===== src/rtl/mult_pkg.sv =====
// +--------------------------------------------------------------------------+
// | mult_pkg : shared types for the sequential shift-add multiplier          |
// | Rev 1.0                                                                  |
// +--------------------------------------------------------------------------+
`default_nettype none

package mult_pkg;

  typedef enum logic [1:0] {
    MUL_IDLE = 2'd0,
    MUL_RUN  = 2'd1,
    MUL_DONE = 2'd2
  } mul_state_t;

endpackage

`default_nettype wire


===== src/rtl/seq_shift_add_multiplier_abs_neg_unit.sv =====
// +--------------------------------------------------------------------------+
// | abs_neg_unit : conditional two's-complement (abs on input, negate out)   |
// | Rev 1.0                                                                  |
// +--------------------------------------------------------------------------+
`default_nettype none

module abs_neg_unit #(
  parameter int W = 8
) (
  input  logic         i_neg,
  input  logic [W-1:0] i_val,
  output logic [W-1:0] o_val
);

  assign o_val = i_neg ? (~i_val + W'(1)) : i_val;

endmodule

`default_nettype wire


===== src/rtl/seq_shift_add_multiplier.sv =====
// +--------------------------------------------------------------------------+
// | seq_shift_add_multiplier : radix-2 iterative WIDTH x WIDTH multiplier    |
// | Rev 1.0                                                                  |
// +--------------------------------------------------------------------------+
`default_nettype none

module seq_shift_add_multiplier
  import mult_pkg::*;
#(
  parameter int WIDTH = 8
) (
  input  logic               clk,
  input  logic               rst_n,
  input  logic               start,
  input  logic               is_signed,
  input  logic [WIDTH-1:0]   a,
  input  logic [WIDTH-1:0]   b,
  output logic               ready,
  output logic               busy,
  output logic               done,
  output logic [2*WIDTH-1:0] p
);

  localparam int                CNT_W    = $clog2(WIDTH);
  localparam logic [CNT_W-1:0]  CNT_LAST = CNT_W'(WIDTH - 1);

  mul_state_t          r_state;
  logic [CNT_W-1:0]    r_count;
  logic [WIDTH-1:0]    r_mcand;
  logic [WIDTH-1:0]    r_acc_hi;
  logic [WIDTH-1:0]    r_acc_lo;
  logic                r_neg;
  logic                r_ready;
  logic                r_busy;
  logic                r_done;
  logic [2*WIDTH-1:0]  r_p;

  logic                w_a_neg;
  logic                w_b_neg;
  logic [WIDTH-1:0]    w_a_abs;
  logic [WIDTH-1:0]    w_b_abs;
  logic [WIDTH-1:0]    w_addend;
  logic [WIDTH:0]      w_sum;
  logic [WIDTH-1:0]    w_acc_hi_nxt;
  logic [WIDTH-1:0]    w_acc_lo_nxt;
  logic [2*WIDTH-1:0]  w_prod_mag;
  logic [2*WIDTH-1:0]  w_prod;

  // Magnitudes are taken at accept; |min| fits in WIDTH bits unsigned.
  assign w_a_neg = is_signed & a[WIDTH-1];
  assign w_b_neg = is_signed & b[WIDTH-1];

  abs_neg_unit #(.W(WIDTH)) u_abs_a (
    .i_neg (w_a_neg),
    .i_val (a),
    .o_val (w_a_abs)
  );

  abs_neg_unit #(.W(WIDTH)) u_abs_b (
    .i_neg (w_b_neg),
    .i_val (b),
    .o_val (w_b_abs)
  );

  // Multiplier bits live in acc_lo and are consumed LSB first as the product shifts in.
  assign w_addend     = r_acc_lo[0] ? r_mcand : '0;
  assign w_sum        = {1'b0, r_acc_hi} + {1'b0, w_addend};
  assign w_acc_hi_nxt = w_sum[WIDTH:1];
  assign w_acc_lo_nxt = {w_sum[0], r_acc_lo[WIDTH-1:1]};
  assign w_prod_mag   = {w_acc_hi_nxt, w_acc_lo_nxt};

  abs_neg_unit #(.W(2*WIDTH)) u_neg_p (
    .i_neg (r_neg),
    .i_val (w_prod_mag),
    .o_val (w_prod)
  );

  always_ff @(posedge clk or negedge rst_n) begin
    if (!rst_n) begin
      r_state  <= MUL_IDLE;
      r_count  <= '0;
      r_mcand  <= '0;
      r_acc_hi <= '0;
      r_acc_lo <= '0;
      r_neg    <= 1'b0;
      r_ready  <= 1'b1;
      r_busy   <= 1'b0;
      r_done   <= 1'b0;
      r_p      <= '0;
    end else begin
      case (r_state)
        MUL_IDLE: begin
          r_done <= 1'b0;
          if (start && r_ready) begin
            r_mcand  <= w_a_abs;
            r_acc_lo <= w_b_abs;
            r_acc_hi <= '0;
            r_neg    <= w_a_neg ^ w_b_neg;
            r_count  <= '0;
            r_ready  <= 1'b0;
            r_busy   <= 1'b1;
            r_state  <= MUL_RUN;
          end
        end
        MUL_RUN: begin
          r_acc_hi <= w_acc_hi_nxt;
          r_acc_lo <= w_acc_lo_nxt;
          // The final step's sum feeds p directly so the result lands on this edge.
          if (r_count == CNT_LAST) begin
            r_p     <= w_prod;
            r_done  <= 1'b1;
            r_state <= MUL_DONE;
          end else begin
            r_count <= r_count + CNT_W'(1);
          end
        end
        MUL_DONE: begin
          r_done  <= 1'b0;
          r_busy  <= 1'b0;
          r_ready <= 1'b1;
          r_state <= MUL_IDLE;
        end
        default: begin
          r_done  <= 1'b0;
          r_busy  <= 1'b0;
          r_ready <= 1'b1;
          r_state <= MUL_IDLE;
        end
      endcase
    end
  end

  assign ready = r_ready;
  assign busy  = r_busy;
  assign done  = r_done;
  assign p     = r_p;

endmodule

`default_nettype wire


===== config.mk =====
export PLATFORM = sky130hd
export DESIGN_NAME = seq_shift_add_multiplier
export DESIGN_NICKNAME = d
export VERILOG_FILES = /design/src/rtl/mult_pkg.sv /design/src/rtl/seq_shift_add_multiplier_abs_neg_unit.sv /design/src/rtl/seq_shift_add_multiplier.sv
export SDC_FILE = /design/constraint.sdc
export NUM_CORES = 1
export LEC_CHECK = 0
export CELL_PAD_IN_SITES_DETAIL_PLACEMENT = 1
export CELL_PAD_IN_SITES_GLOBAL_PLACEMENT = 1
export CORE_UTILIZATION = 43
export DETAILED_ROUTE_END_ITERATION = 10
export PLACE_DENSITY_LB_ADDON = 0.08
export SYNTH_ARGS = -nofsm -noshare
export SYNTH_HDL_FRONTEND = slang
export SYNTH_HIERARCHICAL = 1
export SYNTH_SLANG_ARGS = --single-unit

===== constraint.sdc =====
create_clock -name clk -period 4.1 [get_ports clk]
set_input_delay 0.82 -clock clk [delete_from_list [all_inputs] [get_ports clk]]
set_output_delay 0.82 -clock clk [all_outputs]
set_load 0.01 [all_outputs]

==> reports/metrics.cfg <==
[run_status]
status = finished, final reports clean

[grt]
grt_max_degree = 50
grt_overflow = 0
grt_first_pass_wirelength_microns = 11500
antenna_found_initial = 0
grt_pass1_vias = 2454
gr-usage-all-layers_pct = 19.6

[synthesis]
synthDistinctLibCells = 45
yosysSeqAreaShare_pct = 40.1
syn_area_sq_mm = 0.00306
synth_seq_cells = 49
synth_warnings = 6
syn_inst = 315
synth_fp_nets = 349
syn_area_per_cell_sq_um = 9.71

[worst_setup_path]
cpPeakStageDelay_ns = 0.45
crit_path_top_delay_cell = dfrtp_1
reg2reg_slack_ns = 1.0
crit_path_cell_trace = and2_1 -> ha_1 -> fa_1 -> a21o_1 -> a31o_1 -> a211oi_1 -> nor2_1 -> nor2_1 -> nand3_1 -> o21ai_0 -> xnor2_1 -> mux2_1
start_kind = flop
worstPathArrival_ns = 3.30
path_class = flop to flop
crit_path_frequent_cell = nor2_1
crit_fanout = 9
cp-end-kind = flop
reg2reg_depth = 12
rr_endpoint = p[14]$_DFFE_PN0P_
regToRegStartpoint = r_acc_lo[0]$_DFFE_PN0P_
required_ns = 4.30

[placed_design]
place.gp.congestion = 0.850
dp_hpwl_microns = 4850
dp.cells = 437
port_buffers = 38

[sta]
hold_viol_final = 0
fin_skew_ns = 0.00640
setup_viol = 0
fin_setup_tns_ns = 0
relSlewSlack_pct = 24.6
fin_crit_sh_pct = 75.7
min_period_ns = 3.10
slew_violations = 0
rsz0062_at_grt = false
tightestPinTransition_ns = 1.13
timing.fmax_ghz = 0.322

[clocking]
cts_tree = done
cts_num_sinks = 49
clk_latency_ns = 0.30
postCtsSetupBuffers = 0
cts_root_buf = clkbuf_8
cts_buffers = 5
cts.clk_slew.worst_paths_ns = 0.09
cts_max_level = 2
hold_buffers = 0
cts_max_path_buffers = 2
ctsResizeCount = 0

[power_and_ir_drop]
seq_power_share_pct = 53.1
p_comb_share_pct = 7.0
power.net_switching_uw = 196
p_leak_uw = 0.00163
clockPowerShare_pct = 39.9
p_total_uw = 909
powerDensity_mw_per_mm2 = 252
max-vdd-ir-drop_mv = 0.181
p_int_uw = 713
swShare_pct = 21.6

[cells_and_area]
antenna_cells = 0
syn_to_final_growth_pct = 17.8
final_nets = 382
drive_above_1_share_pct = 11.5
instances_no_fill = 445

[run]
maxCapViolCount = 0

[drt]
vias = 2310
dr.pass1.iters = 4
routed_via_density = 5.19
routed_wl_microns = 6420
drt_iter0_drc = 103
detail-route-antenna-nets = 0
wl_per_cell_microns = 14.4
drc = 0

[floorplanning]
die_y_microns = 86.3
start_util_pct = 44.8
core_sq_mm = 0.00683
fp-row-count = 30
ios = 39
die_w_microns = 86.3
design.die.area_sq_mm = 0.00746

[hold_path]
whs_path_depth = 2
hp-start = r_mcand[6]$_DFFE_PN0P_
hold_path.class = flop to flop
min_to = r_mcand[6]$_DFFE_PN0P_

[layer usage]
layer	part of all wire, %	wire (microns)	global-route usage (%)	vias up
li1	-	-	-	1139
met2	50	3200	36.1	38
met4	1.0	67	5.15	0
met3	2.6	170	3.14	7
met1	46	2980	23.7	1126
met5	0	0	0	-
[sequential cells by signal, summed over array words and instances (netlist names)]
register,flops
r_acc_lo,8
p,16
r_state,2
r_count,3
done,1
busy,1
r_mcand,8
r_neg,1
ready,1
r_acc_hi,8
[area by class of cell]
class / count / area (sq um)
Fill cell: 804 / 3230
Multi-Input combinational cell: 244 / 1720
Sequential cell: 49 / 1230
Timing Repair Buffer: 39 / 383
Tap cell: 96 / 120
Clock buffer: 6 / 82.6
Clock inverter: 2 / 37.5
Inverter: 9 / 33.8
[cell usage in the layout (no fill, tap or decap), types with 7 or more instances in the layout]
cell              n
nand2_1          62
dfrtp_1          48
clkdlybuf4s50_1  37
xnor2_1          29
nor2_1           20
o21ai_0          14
ha_1             13
and2_1           11
mux2_1            9
inv_1             9
mux2_2            8
a31oi_1           8
nand3_1           7
[critical path: cells and delay by family, from the launching register on]
family | cells | cell delay [ns]
muxes | 1 | 0.29
adders and majority gates | 2 | 0.61
AOI/OAI and AO/OA | 4 | 1.06
xor gates and xnor gates | 1 | 0.10
DFF | 1 | 0.45
and+or+nand+nor | 4 | 0.51
[how the worst max path moves through the flow]
stage                            startpoint                end  slack, ns  depth (start not counted)
finish              r_acc_lo[0]$_DFFE_PN0P_  p[14]$_DFFE_PN0P_        1.0                         12
detailed placement  r_acc_lo[0]$_DFFE_PN0P_  p[14]$_DFFE_PN0P_       0.98                         12
global route        r_acc_lo[0]$_DFFE_PN0P_  p[14]$_DFFE_PN0P_       0.71                         12
global placement    r_acc_lo[0]$_DFFE_PN0P_  p[15]$_DFFE_PN0P_       1.09                         12
CTS                 r_acc_lo[0]$_DFFE_PN0P_  p[14]$_DFFE_PN0P_       0.95                         12
floorplan           r_acc_lo[0]$_DFFE_PN0P_  p[15]$_DFFE_PN0P_       1.24                         12
[power by group through the flow]
stage               Clock (uW)  Sequential [uW]  Combinational [uW]
finish                     363              483                63.6
global route               391              483                72.0
CTS                        379              483                65.4
detailed placement           0              492                65.3
global placement             0              492                63.9
floorplan                    0              493                28.8
[cell usage after synthesis (all sizes together)]
cell type | count | area [sq um]
and2 | 11 | 68.8
nand3 | 7 | 35.0
nor4 | 1 | 21.3
clkbuf | 1 | 3.75
nor2 | 20 | 75.1
a31oi | 8 | 50.1
dfrtp | 48 | 1200
fa | 1 | 20.0
nor3 | 3 | 15.0
xnor2 | 29 | 254
mux2 | 17 | 191
dfstp | 1 | 26.3
o2bb2ai | 2 | 17.5
a22o | 2 | 17.5
or3 | 5 | 56.3
nand2b | 7 | 51.3
o21bai | 1 | 7.51
nand4b | 1 | 8.76
o31ai | 11 | 140
o21a | 1 | 7.51
a31o | 2 | 17.5
inv | 9 | 33.8
ha | 13 | 163
or3b | 1 | 8.76
a211oi | 2 | 15.0
xor2 | 2 | 17.5
o21ai | 18 | 90.1
buf | 12 | 76.3
nor3b | 1 | 12.5
a21o | 4 | 30.0
a311oi | 1 | 15.0
nand3b | 1 | 7.51
a21oi | 5 | 25.0
nor2b | 1 | 6.26
o41ai | 1 | 16.3
nand2 | 65 | 256
[logic make-up after synthesis]
group | count (synthesis) | share of synthesized area, %
xor gates and xnor gates | 31 | 8.88
DFF | 49 | 40.1
adders and majority gates | 14 | 5.97
AOI/OAI and AO/OA | 58 | 14.7
muxes | 17 | 6.26
and+or+nand+nor | 124 | 20.4
buffers and inverters | 22 | 3.72
[per-stage QoR]
stage	setup slack, ns	utilization [%]	hold WS [ns]	cell area, sq um
5_1_grt	0.706	52.7	0.508	3600
3_3_place_gp	1.09	51.0	0.456	3480
4_1_cts	0.951	52.7	0.484	3600
3_5_place_dp	0.979	51.0	0.462	3480
6_report	0.998	52.7	0.473	3600
2_1_floorplan	1.24	-	0.437	3060
Power figures use the tool's default switching activity.
